--- src/rtl/uart_status_tx_if.sv ---
// Command handshake bundle between a status producer and uart_status_tx.
//   cmd_valid  : producer has a command on cmd_ctrl/cmd_value
//   cmd_ctrl   : 4-bit control code to report
//   cmd_value  : 4-bit value code to report
//   cmd_ready  : transmitter holding buffer is empty
// A transfer happens on a rising edge where cmd_valid and cmd_ready are both high.
interface uart_status_tx_if;
    logic       cmd_valid;
    logic [3:0] cmd_ctrl;
    logic [3:0] cmd_value;
    logic       cmd_ready;

    modport master (
        output cmd_valid,
        output cmd_ctrl,
        output cmd_value,
        input  cmd_ready
    );

    modport slave (
        input  cmd_valid,
        input  cmd_ctrl,
        input  cmd_value,
        output cmd_ready
    );
endinterface

--- src/rtl/uart_status_tx.sv ---
// Board-to-host status transmitter: frames a {ctrl, value} command as
// HEADER, payload, checksum and shifts each byte out as 8N1 on uart_tx.
// A one-entry holding buffer lets the next command queue during a frame.
// Ports:
//   sys_clk     : system clock
//   sys_rst     : asynchronous active-low reset
//   cmd         : command handshake (slave side)
//   uart_tx     : serial line, idles high
//   busy        : high while a frame is on the line
//   frame_done  : one-cycle pulse at the end of each frame's last stop bit
module uart_status_tx #(
    parameter int unsigned CLK_FREQ = 50_000_000,
    parameter int unsigned BAUD     = 115_200,
    parameter logic [7:0]  HEADER   = 8'h55
) (
    input  logic              sys_clk,
    input  logic              sys_rst,
    uart_status_tx_if.slave   cmd,
    output logic              uart_tx,
    output logic              busy,
    output logic              frame_done
);

    localparam int unsigned BIT_CYC = CLK_FREQ / BAUD;
    localparam int unsigned CNT_W   = (BIT_CYC > 1) ? $clog2(BIT_CYC) : 1;
    localparam logic [CNT_W-1:0] BIT_LAST = CNT_W'(BIT_CYC - 1);

    typedef enum logic [1:0] {
        IDLE,
        START,
        DATA,
        STOP
    } state_t;

    state_t           state, state_nxt;
    logic             buf_full, buf_full_nxt;
    logic [7:0]       buf_data, buf_data_nxt;
    logic [7:0]       payload, payload_nxt;
    logic [1:0]       bidx, bidx_nxt;
    logic [2:0]       bit_cnt, bit_cnt_nxt;
    logic [CNT_W-1:0] baud_cnt, baud_cnt_nxt;
    logic             consume;
    logic             tx_c;
    logic             busy_c;
    logic             done_c;
    logic             done_d;
    logic             accept;
    logic             bit_end;
    logic [7:0]       cur_byte;
    logic             rst_meta;
    logic             rst_sync;

    // Reset synchronizer: assertion is immediate, release is aligned to sys_clk.
    always_ff @(posedge sys_clk or negedge sys_rst) begin
        if (!sys_rst) begin
            rst_meta <= 1'b0;
            rst_sync <= 1'b0;
        end else begin
            rst_meta <= 1'b1;
            rst_sync <= rst_meta;
        end
    end

    assign accept  = cmd.cmd_valid & cmd.cmd_ready;
    assign bit_end = (baud_cnt == BIT_LAST);

    // Byte currently being serialized; checksum wraps mod 256.
    always_comb begin
        cur_byte = HEADER;
        case (bidx)
            2'd0:    cur_byte = HEADER;
            2'd1:    cur_byte = payload;
            default: cur_byte = 8'(HEADER + payload);
        endcase
    end

    // Holding buffer: a new accept wins over the consume that empties it.
    always_comb begin
        buf_full_nxt = buf_full;
        buf_data_nxt = buf_data;
        if (accept) begin
            buf_full_nxt = 1'b1;
            buf_data_nxt = {cmd.cmd_ctrl, cmd.cmd_value};
        end else if (consume) begin
            buf_full_nxt = 1'b0;
        end
    end

    // Next-state and line value; outputs are registered from these one cycle later.
    always_comb begin
        state_nxt    = state;
        payload_nxt  = payload;
        bidx_nxt     = bidx;
        bit_cnt_nxt  = bit_cnt;
        baud_cnt_nxt = baud_cnt;
        consume      = 1'b0;
        done_c       = 1'b0;
        tx_c         = 1'b1;
        busy_c       = 1'b1;

        case (state)
            IDLE: begin
                busy_c       = 1'b0;
                baud_cnt_nxt = '0;
                bit_cnt_nxt  = '0;
                if (buf_full) begin
                    payload_nxt = buf_data;
                    bidx_nxt    = 2'd0;
                    consume     = 1'b1;
                    state_nxt   = START;
                end
            end
            START: begin
                tx_c = 1'b0;
                if (bit_end) begin
                    baud_cnt_nxt = '0;
                    bit_cnt_nxt  = '0;
                    state_nxt    = DATA;
                end else begin
                    baud_cnt_nxt = baud_cnt + CNT_W'(1);
                end
            end
            DATA: begin
                tx_c = cur_byte[bit_cnt];
                if (bit_end) begin
                    baud_cnt_nxt = '0;
                    if (bit_cnt == 3'd7) begin
                        bit_cnt_nxt = '0;
                        state_nxt   = STOP;
                    end else begin
                        bit_cnt_nxt = bit_cnt + 3'd1;
                    end
                end else begin
                    baud_cnt_nxt = baud_cnt + CNT_W'(1);
                end
            end
            STOP: begin
                tx_c = 1'b1;
                if (bit_end) begin
                    baud_cnt_nxt = '0;
                    if (bidx != 2'd2) begin
                        bidx_nxt  = bidx + 2'd1;
                        state_nxt = START;
                    end else begin
                        done_c = 1'b1;
                        // Queued command starts with no idle cycle between frames.
                        if (buf_full) begin
                            payload_nxt = buf_data;
                            bidx_nxt    = 2'd0;
                            consume     = 1'b1;
                            state_nxt   = START;
                        end else begin
                            state_nxt = IDLE;
                        end
                    end
                end else begin
                    baud_cnt_nxt = baud_cnt + CNT_W'(1);
                end
            end
            default: begin
                state_nxt = IDLE;
            end
        endcase
    end

    // State, buffer and registered outputs.
    always_ff @(posedge sys_clk or negedge rst_sync) begin
        if (!rst_sync) begin
            state         <= IDLE;
            buf_full      <= 1'b0;
            buf_data      <= '0;
            payload       <= '0;
            bidx          <= '0;
            bit_cnt       <= '0;
            baud_cnt      <= '0;
            uart_tx       <= 1'b1;
            busy          <= 1'b0;
            done_d        <= 1'b0;
            frame_done    <= 1'b0;
            cmd.cmd_ready <= 1'b1;
        end else begin
            state         <= state_nxt;
            buf_full      <= buf_full_nxt;
            buf_data      <= buf_data_nxt;
            payload       <= payload_nxt;
            bidx          <= bidx_nxt;
            bit_cnt       <= bit_cnt_nxt;
            baud_cnt      <= baud_cnt_nxt;
            uart_tx       <= tx_c;
            busy          <= busy_c;
            done_d        <= done_c;
            frame_done    <= done_d;
            cmd.cmd_ready <= ~buf_full_nxt;
        end
    end

endmodule

--- src/flat_wrapper.sv ---
// flat-port wrapper written by rule: the top's interface ports become plain ports
module uart_status_tx_flat 
#(
    parameter int unsigned CLK_FREQ = 50_000_000,
    parameter int unsigned BAUD     = 115_200,
    parameter logic [7:0]  HEADER   = 8'h55
)
  (sys_clk, sys_rst, uart_tx, busy, frame_done, cmd_cmd_valid, cmd_cmd_ctrl, cmd_cmd_value, cmd_cmd_ready);
  uart_status_tx_if cmd_i ();
  input  logic sys_clk;
  input  logic sys_rst;
  output logic uart_tx;
  output logic busy;
  output logic frame_done;
  input wire logic [$bits(cmd_i.cmd_valid)-1:0] cmd_cmd_valid;
  input wire logic [$bits(cmd_i.cmd_ctrl)-1:0] cmd_cmd_ctrl;
  input wire logic [$bits(cmd_i.cmd_value)-1:0] cmd_cmd_value;
  output wire logic [$bits(cmd_i.cmd_ready)-1:0] cmd_cmd_ready;
  assign cmd_i.cmd_valid = cmd_cmd_valid;
  assign cmd_i.cmd_ctrl = cmd_cmd_ctrl;
  assign cmd_i.cmd_value = cmd_cmd_value;
  assign cmd_cmd_ready = cmd_i.cmd_ready;
  uart_status_tx #(.CLK_FREQ(CLK_FREQ), .BAUD(BAUD), .HEADER(HEADER)) u_core (.sys_clk(sys_clk), .sys_rst(sys_rst), .cmd(cmd_i), .uart_tx(uart_tx), .busy(busy), .frame_done(frame_done));
endmodule
--- config.mk ---
export PLATFORM = sky130hd
export DESIGN_NAME = uart_status_tx_flat
export DESIGN_NICKNAME = d
export VERILOG_FILES = /design/src/rtl/uart_status_tx_if.sv /design/src/rtl/uart_status_tx.sv /design/src/flat_wrapper.sv
export SDC_FILE = /design/constraint.sdc
export NUM_CORES = 1
export LEC_CHECK = 0
export CORE_MARGIN = 2
export CORE_UTILIZATION = 60
export CTS_CLUSTER_DIAMETER = 40
export DETAILED_ROUTE_END_ITERATION = 10
export GPL_TIMING_DRIVEN = 0
export HOLD_SLACK_MARGIN = 0.03
export PLACE_DENSITY = 0.81
export SLEW_MARGIN = 20
export SYNTH_ARGS = -nofsm -noshare
export SYNTH_HDL_FRONTEND = slang
export SYNTH_SLANG_ARGS = --single-unit
--- constraint.sdc ---
create_clock -name sys_clk -period 3.23 [get_ports sys_clk]
set_input_delay 0.646 -clock sys_clk [delete_from_list [all_inputs] [get_ports sys_clk]]
set_output_delay 0.646 -clock sys_clk [all_outputs]
set_load 0.005 [all_outputs]
* Word level (Yosys, flattened, before mapping)
Cells that the tools add are included.
** Word-level totals
- Register bits after elaboration :: 40
- Latch bits :: 0
- RAM bits :: 0
- ROM bits :: 0
- Output and inout port bits :: 4
- Logic and storage cells :: 79
- Memories :: 0
** Cells by class
- Add/subtract/negate cells :: 4
- Multiply operators :: 0
- Div/mod/pow operators :: 0
- $lt $le $gt $ge :: 1
- Eq/ne operators :: 13
- Shift-type cells :: 0
- Muxes and demuxes :: 36
- Bitwise logic cells :: 2
- Reductions and logical operators :: 9
** Operators with widths (count)
- $pmux W8 S2 :: 2
- $mux W8 :: 3
- $mux W2 :: 9
- $pmux W9 S2 :: 1
- $mux W1 :: 11
- $ne A2 B1 Y1 const B :: 5
- $add A9 B1 Y9 const B :: 1
- $eq A9 B9 Y1 const B :: 1
- $mux W3 :: 3
- $mux W9 :: 1
- $pmux W3 S3 :: 1
- $add A7 B8 Y8 const A :: 1
- $pmux W2 S4 :: 1
- $reduce_and A3 Y1 :: 2
- $reduce_and A5 Y1 :: 1
- $eq A2 B1 Y1 const B :: 2
- $eq A2 B2 Y1 const B :: 2
- $logic_not A2 Y1 :: 2
- $lt A3 B4 Y1 const B :: 1
- $ne A2 B2 Y1 const B :: 2
- $pmux W1 S2 :: 2
- $pmux W2 S2 :: 1
- $add A3 B1 Y3 const B :: 1
- $bmux W1 S3 :: 1
- 8 further kinds :: 8

* Longest topological paths before layout
- Depth in word-level cells :: 7
- Gate-level depth with buffers :: 8
- Mapped depth without buffers :: 7

* Least setup slack after synthesis
No wires, ideal clock.
- Path kind :: reg-to-reg
- Start :: register u_core.baud_cnt[1]
- End :: register u_core.payload[0]
- Setup time :: 0.125 ns
- Arrival :: 1.741 ns
- Data required time :: 3.105 ns
- Path slack :: 1.364 ns
- Cell stages (with the launch flop) :: 9
- Path buffers :: 1
- Cell sequence :: dfrtp_1 > inv_1 > ha_1 > nand4b_2 > nor3_2 > nand2_1 > a211o_1 > buf_6 > mux2_4
** Between the ends
- Longest elaborated chain between the ends :: 3
** Ends and longest elaborated chain
- start, declared :: RTL line uart_status_tx.sv:41 : logic [CNT_W-1:0] baud_cnt, baud_cnt_nxt;
- start signal, assigned :: RTL line uart_status_tx.sv:188 : baud_cnt <= baud_cnt_nxt;
- $eq A9 B9 Y1 :: RTL line uart_status_tx.sv:65 : assign bit_end = (baud_cnt == BIT_LAST);
- $ne A2 B1 Y1 (no source line)
- $reduce_and A3 Y1 (no source line)
- end signal, assigned :: RTL line uart_status_tx.sv:185 : payload <= payload_nxt;
- end, declared :: RTL line uart_status_tx.sv:38 : logic [7:0] payload, payload_nxt;
Every way passes these cells.
A chain may end at the register's enable or synchronous reset.

* Worst setup path in the final report
- Start :: register u_core.baud_cnt[1]
- End :: register u_core.payload[2]
Same word-level chain as after synthesis.

==> metrics.md <==
| Metric | Value |
|---|---|
| Initial antenna violation count | 0 |
| Clock network fraction of total power | 0.218 |
| Worst Hold Class | flop to asynchronous set/reset pin |
| Hold_ws | 0.207 ns |
| Asr flop ratio synth | 1.00 |
| Cell with the most instances after synthesis | dfrtp_1 |
| Synthesis-to-layout area growth | 16.8% |
| Final nets | 234 |
| PwrDens | 912 nW/um^2 |
| Clk pin slew, worst setup/hold paths | 0.12 ns |
| Core area | 3360 sq um |
| Post-DP HPWL | 2.90 mm |
| Share of the synthesized area in the top cell type | 0.451 |
| Final Skew | just over 0.01 ns |
| Adder-cell area share of the yosys netlist | 0.0593 |
| Setup Buffers After CTS | 0 |
| DP Worst Slack | 1.12 ns |
| CTS Sinks | 40 |
| Post-Syn Nets | 212 |
| GR Overflow Total | 0 |
| PnR worst setup slack | ~1.1 ns |
| CTS Root Cell | clkbuf_4 |
| Synth Area in XOR/XNOR | 0.0457 |
| Compound-Gate Fraction of Synth Area | 0.143 |
| Setup_tns | 0 ns |
| Largest net degree at the start of global routing | 22 |
| Via count | 1,518 |
| Vias per inst | 5.84 |
| Arr. time, crit path | around 2.4 ns |
| Layout cells sized above 1 | 0.173 |
| Critical path type | flop to flop |
| Worst-path maximum fanout | 8 |
| # Max-Cap Violations | 0 |
| Worst EP required | 3.48 ns |
| 1st-pass router iterations | 4 |
| Most used DFF post-synth | dfrtp_1 |
| Post-Syn Instances | 191 |
| Number of global-route vias before repair | 1,520 |
| Die Width | about 63 um |
| Final GP Congestion | 0.803 |
| Combinational power share | 0.399 |
| Total Wirelength | 3.99 mm |
| # setup viols final | 0 |
| First-pass GRT wire length | about 7.2 mm |
| Htree depth | 2 |
| Sequential power share | 0.384 |
| Peak supply drop | 566 uV |
| PostCTS Resize Cnt | 0 |
| Fin crit share | 0.666 |
| Outcome | complete, no violations |
| PortBufs | 14 |
| Fillers | approximately 260 |
| R2R Path Start | u_core.baud_cnt[1]$_DFF_PN0_ |
| Synth Area per Inst | 11.0 sq um |
| Final Max Tran Viols | 0 |
| Int Pwr | 1.49 mW |
| Crit end category | flop |
| 1st-iter DRT viols | 85 |
| Synthesis-stage register bit count | 40 |
| TritonCTS buffer count | 5 |
| EDFF count, synth | 0 |
| CTS tree | yes |
| Fmax achieved | 465 MHz |
| Commonest cells in the netlist | dfrtp_1, nor2_1 |
| Post-layout min period | 2.15 ns |
| Largest family of logic cells by synthesized area | compound AO/OA/AOI/OAI gates |
| M3 GR Usage | 0.0571 |
| Max Root-Sink Buffers | 2 |
| Post-synthesis instance area | 2110 sq um |
| ANT cells | 0 |
| Setup crit start | u_core.baud_cnt[1]$_DFF_PN0_ |
| Height of the die | 63.3 um |
| I/O pin cnt | 15 |
| Final core occ | 0.732 |
| Hold buffers post-CTS | 0 |
| DIE AREA | about 4000 sq um |
| GRT Total Usage | 0.230 |
| Antenna viol nets, final | 0 |
| Unique cell type count in the Yosys netlist | 46 |
| Final cell count without fillers | 260 |
| Unrepaired setup endpoints after global routing | false |
| Synth top area cells | dfrtp_1, ha_1, mux2_4 |
| Placed cell count | about 250 |
| Leakage | ~1.1 nW |
| Met1 Use GR | 0.292 |
| Most crowded layer after global routing | met2 |
| Worst-Skew Late Latency | between 0.3 and 0.4 ns |
| Net Sw Power | about 0.75 mW |
| Final Hold Violating Endpoints | 0 |
| GR Layer Usage met2 | 0.382 |
| Ys Warns | 0 |
| Synth Area in Simple Gates | 0.121 |
| Rows | 21 |
| Drt wl/cell | 15.3 um |
| Seq/Total Area, Yosys | 0.476 |
| Startpoint Class | flop |
| Initial core utilization | 0.627 |
| # DRC | 0 |
| Net Sw Frac | 0.335 |
| Multiplexer share of the synthesized area | 0.115 |
| Synth area leader | dfrtp_1 |
layout by cell type (no fill, tap or decap), types with 2 or more instances in the layout:
cell,instances
nor2_1,17
xor2_1,5
or3_1,3
a21oi_1,2
nand2b_1,5
o22ai_1,3
dfstp_2,2
clkbuf_1,7
o31ai_1,2
o211ai_1,2
a22o_1,7
ha_1,10
o21a_1,2
o221ai_1,3
nand3_1,4
o21ai_0,8
clkbuf_4,5
clkdlybuf4s50_1,14
nand2_1,10
inv_1,10
mux2_2,10
bufinv_16,3
dfrtp_1,37
xnor2_1,6
a31oi_1,4
mux2_4,8
layer usage:
layer  wire [um]  up-vias
met5           0        -
met4          61        0
met3         160        9
met2        2050       40
met1        1720      746
li1            -      723
layout make-up:
cell class	count	area, sq um	area share
Inverter	10	37.5	0.0152
Clock inverter	3	90.1	0.0366
Timing Repair Buffer	15	168	0.0681
Buffer	9	42.5	0.0173
Clock buffer	5	37.5	0.0152
Multi-Input combinational cell	132	1020	0.416
Sequential cell	40	1000	0.408
Tap cell	46	57.6	0.0234
cells by family (layout without fill, tap and decap cells):
family / after synthesis / count (layout)
XOR/XNOR: 11 / 11
flip-flops: 40 / 40
buffers and inverters: 19 / 42
other: 1 / 1
multiplexers: 19 / 19
AO/OA/AOI/OAI: 42 / 42
AND/OR/NAND/NOR: 49 / 49
adder cells (fa/ha/maj): 10 / 10
power by group through the flow:
stage	registers (mW)	clock network [mW]	logic, mW
floorplan	0.820	0	0.706
global placement	0.850	0	0.839
detailed placement	0.866	0	0.892
CTS	0.855	0.497	0.899
global route	0.889	0.521	0.985
finish	0.862	0.489	0.895
flip-flops by register name, summed over array words and instances (netlist names):
| register | cells |
|---|---|
| u_core.baud_cnt | 9 |
| u_core.bidx | 2 |
| u_core.bit_cnt | 3 |
| u_core.buf_data | 8 |
| u_core.buf_full | 1 |
| u_core.busy | 1 |
| u_core.cmd.cmd_ready | 1 |
| u_core.done_d | 1 |
| u_core.frame_done | 1 |
| u_core.payload | 8 |
| u_core.rst_meta | 1 |
| u_core.rst_sync | 1 |
| u_core.state | 2 |
| u_core.uart_tx | 1 |
worst paths after layout:
path | endpoint | slack [ns] | cells past startpoint
max in group asynchronous | u_core.uart_tx$_DFF_PN1_ | 2.50 | 1
hold / removal | u_core.buf_data[6]$_DFFE_PN0P_ | 0.21 | 0
min in group sys_clk | u_core.rst_sync$_DFF_PN0_ | 0.36 | 0
setup / recovery | u_core.payload[2]$_DFFE_PN0P_ | 1.08 | 8
setup reg to reg | u_core.payload[2]$_DFFE_PN0P_ | 1.08 | 8
hold reg to reg | u_core.buf_data[6]$_DFFE_PN0P_ | 0.21 | 0
critical path: stages, from the launching register on:
cell and delay [ns]:
dfrtp_1 0.42, inv_1 0.07, ha_1 0.16, nand4b_2 0.14
nor3_2 0.35, nand2_1 0.11, a211o_1 0.34, buf_6 0.16
mux2_4 0.30
stage by stage:
step	power, mW	area, sq um
after detailed placement	1.76	2330
after global placement	1.69	2310
after floorplan	1.53	2110
final	2.25	2460
after global routing	2.39	2460
after CTS	2.25	2460
Power figures use the tool's default switching activity.
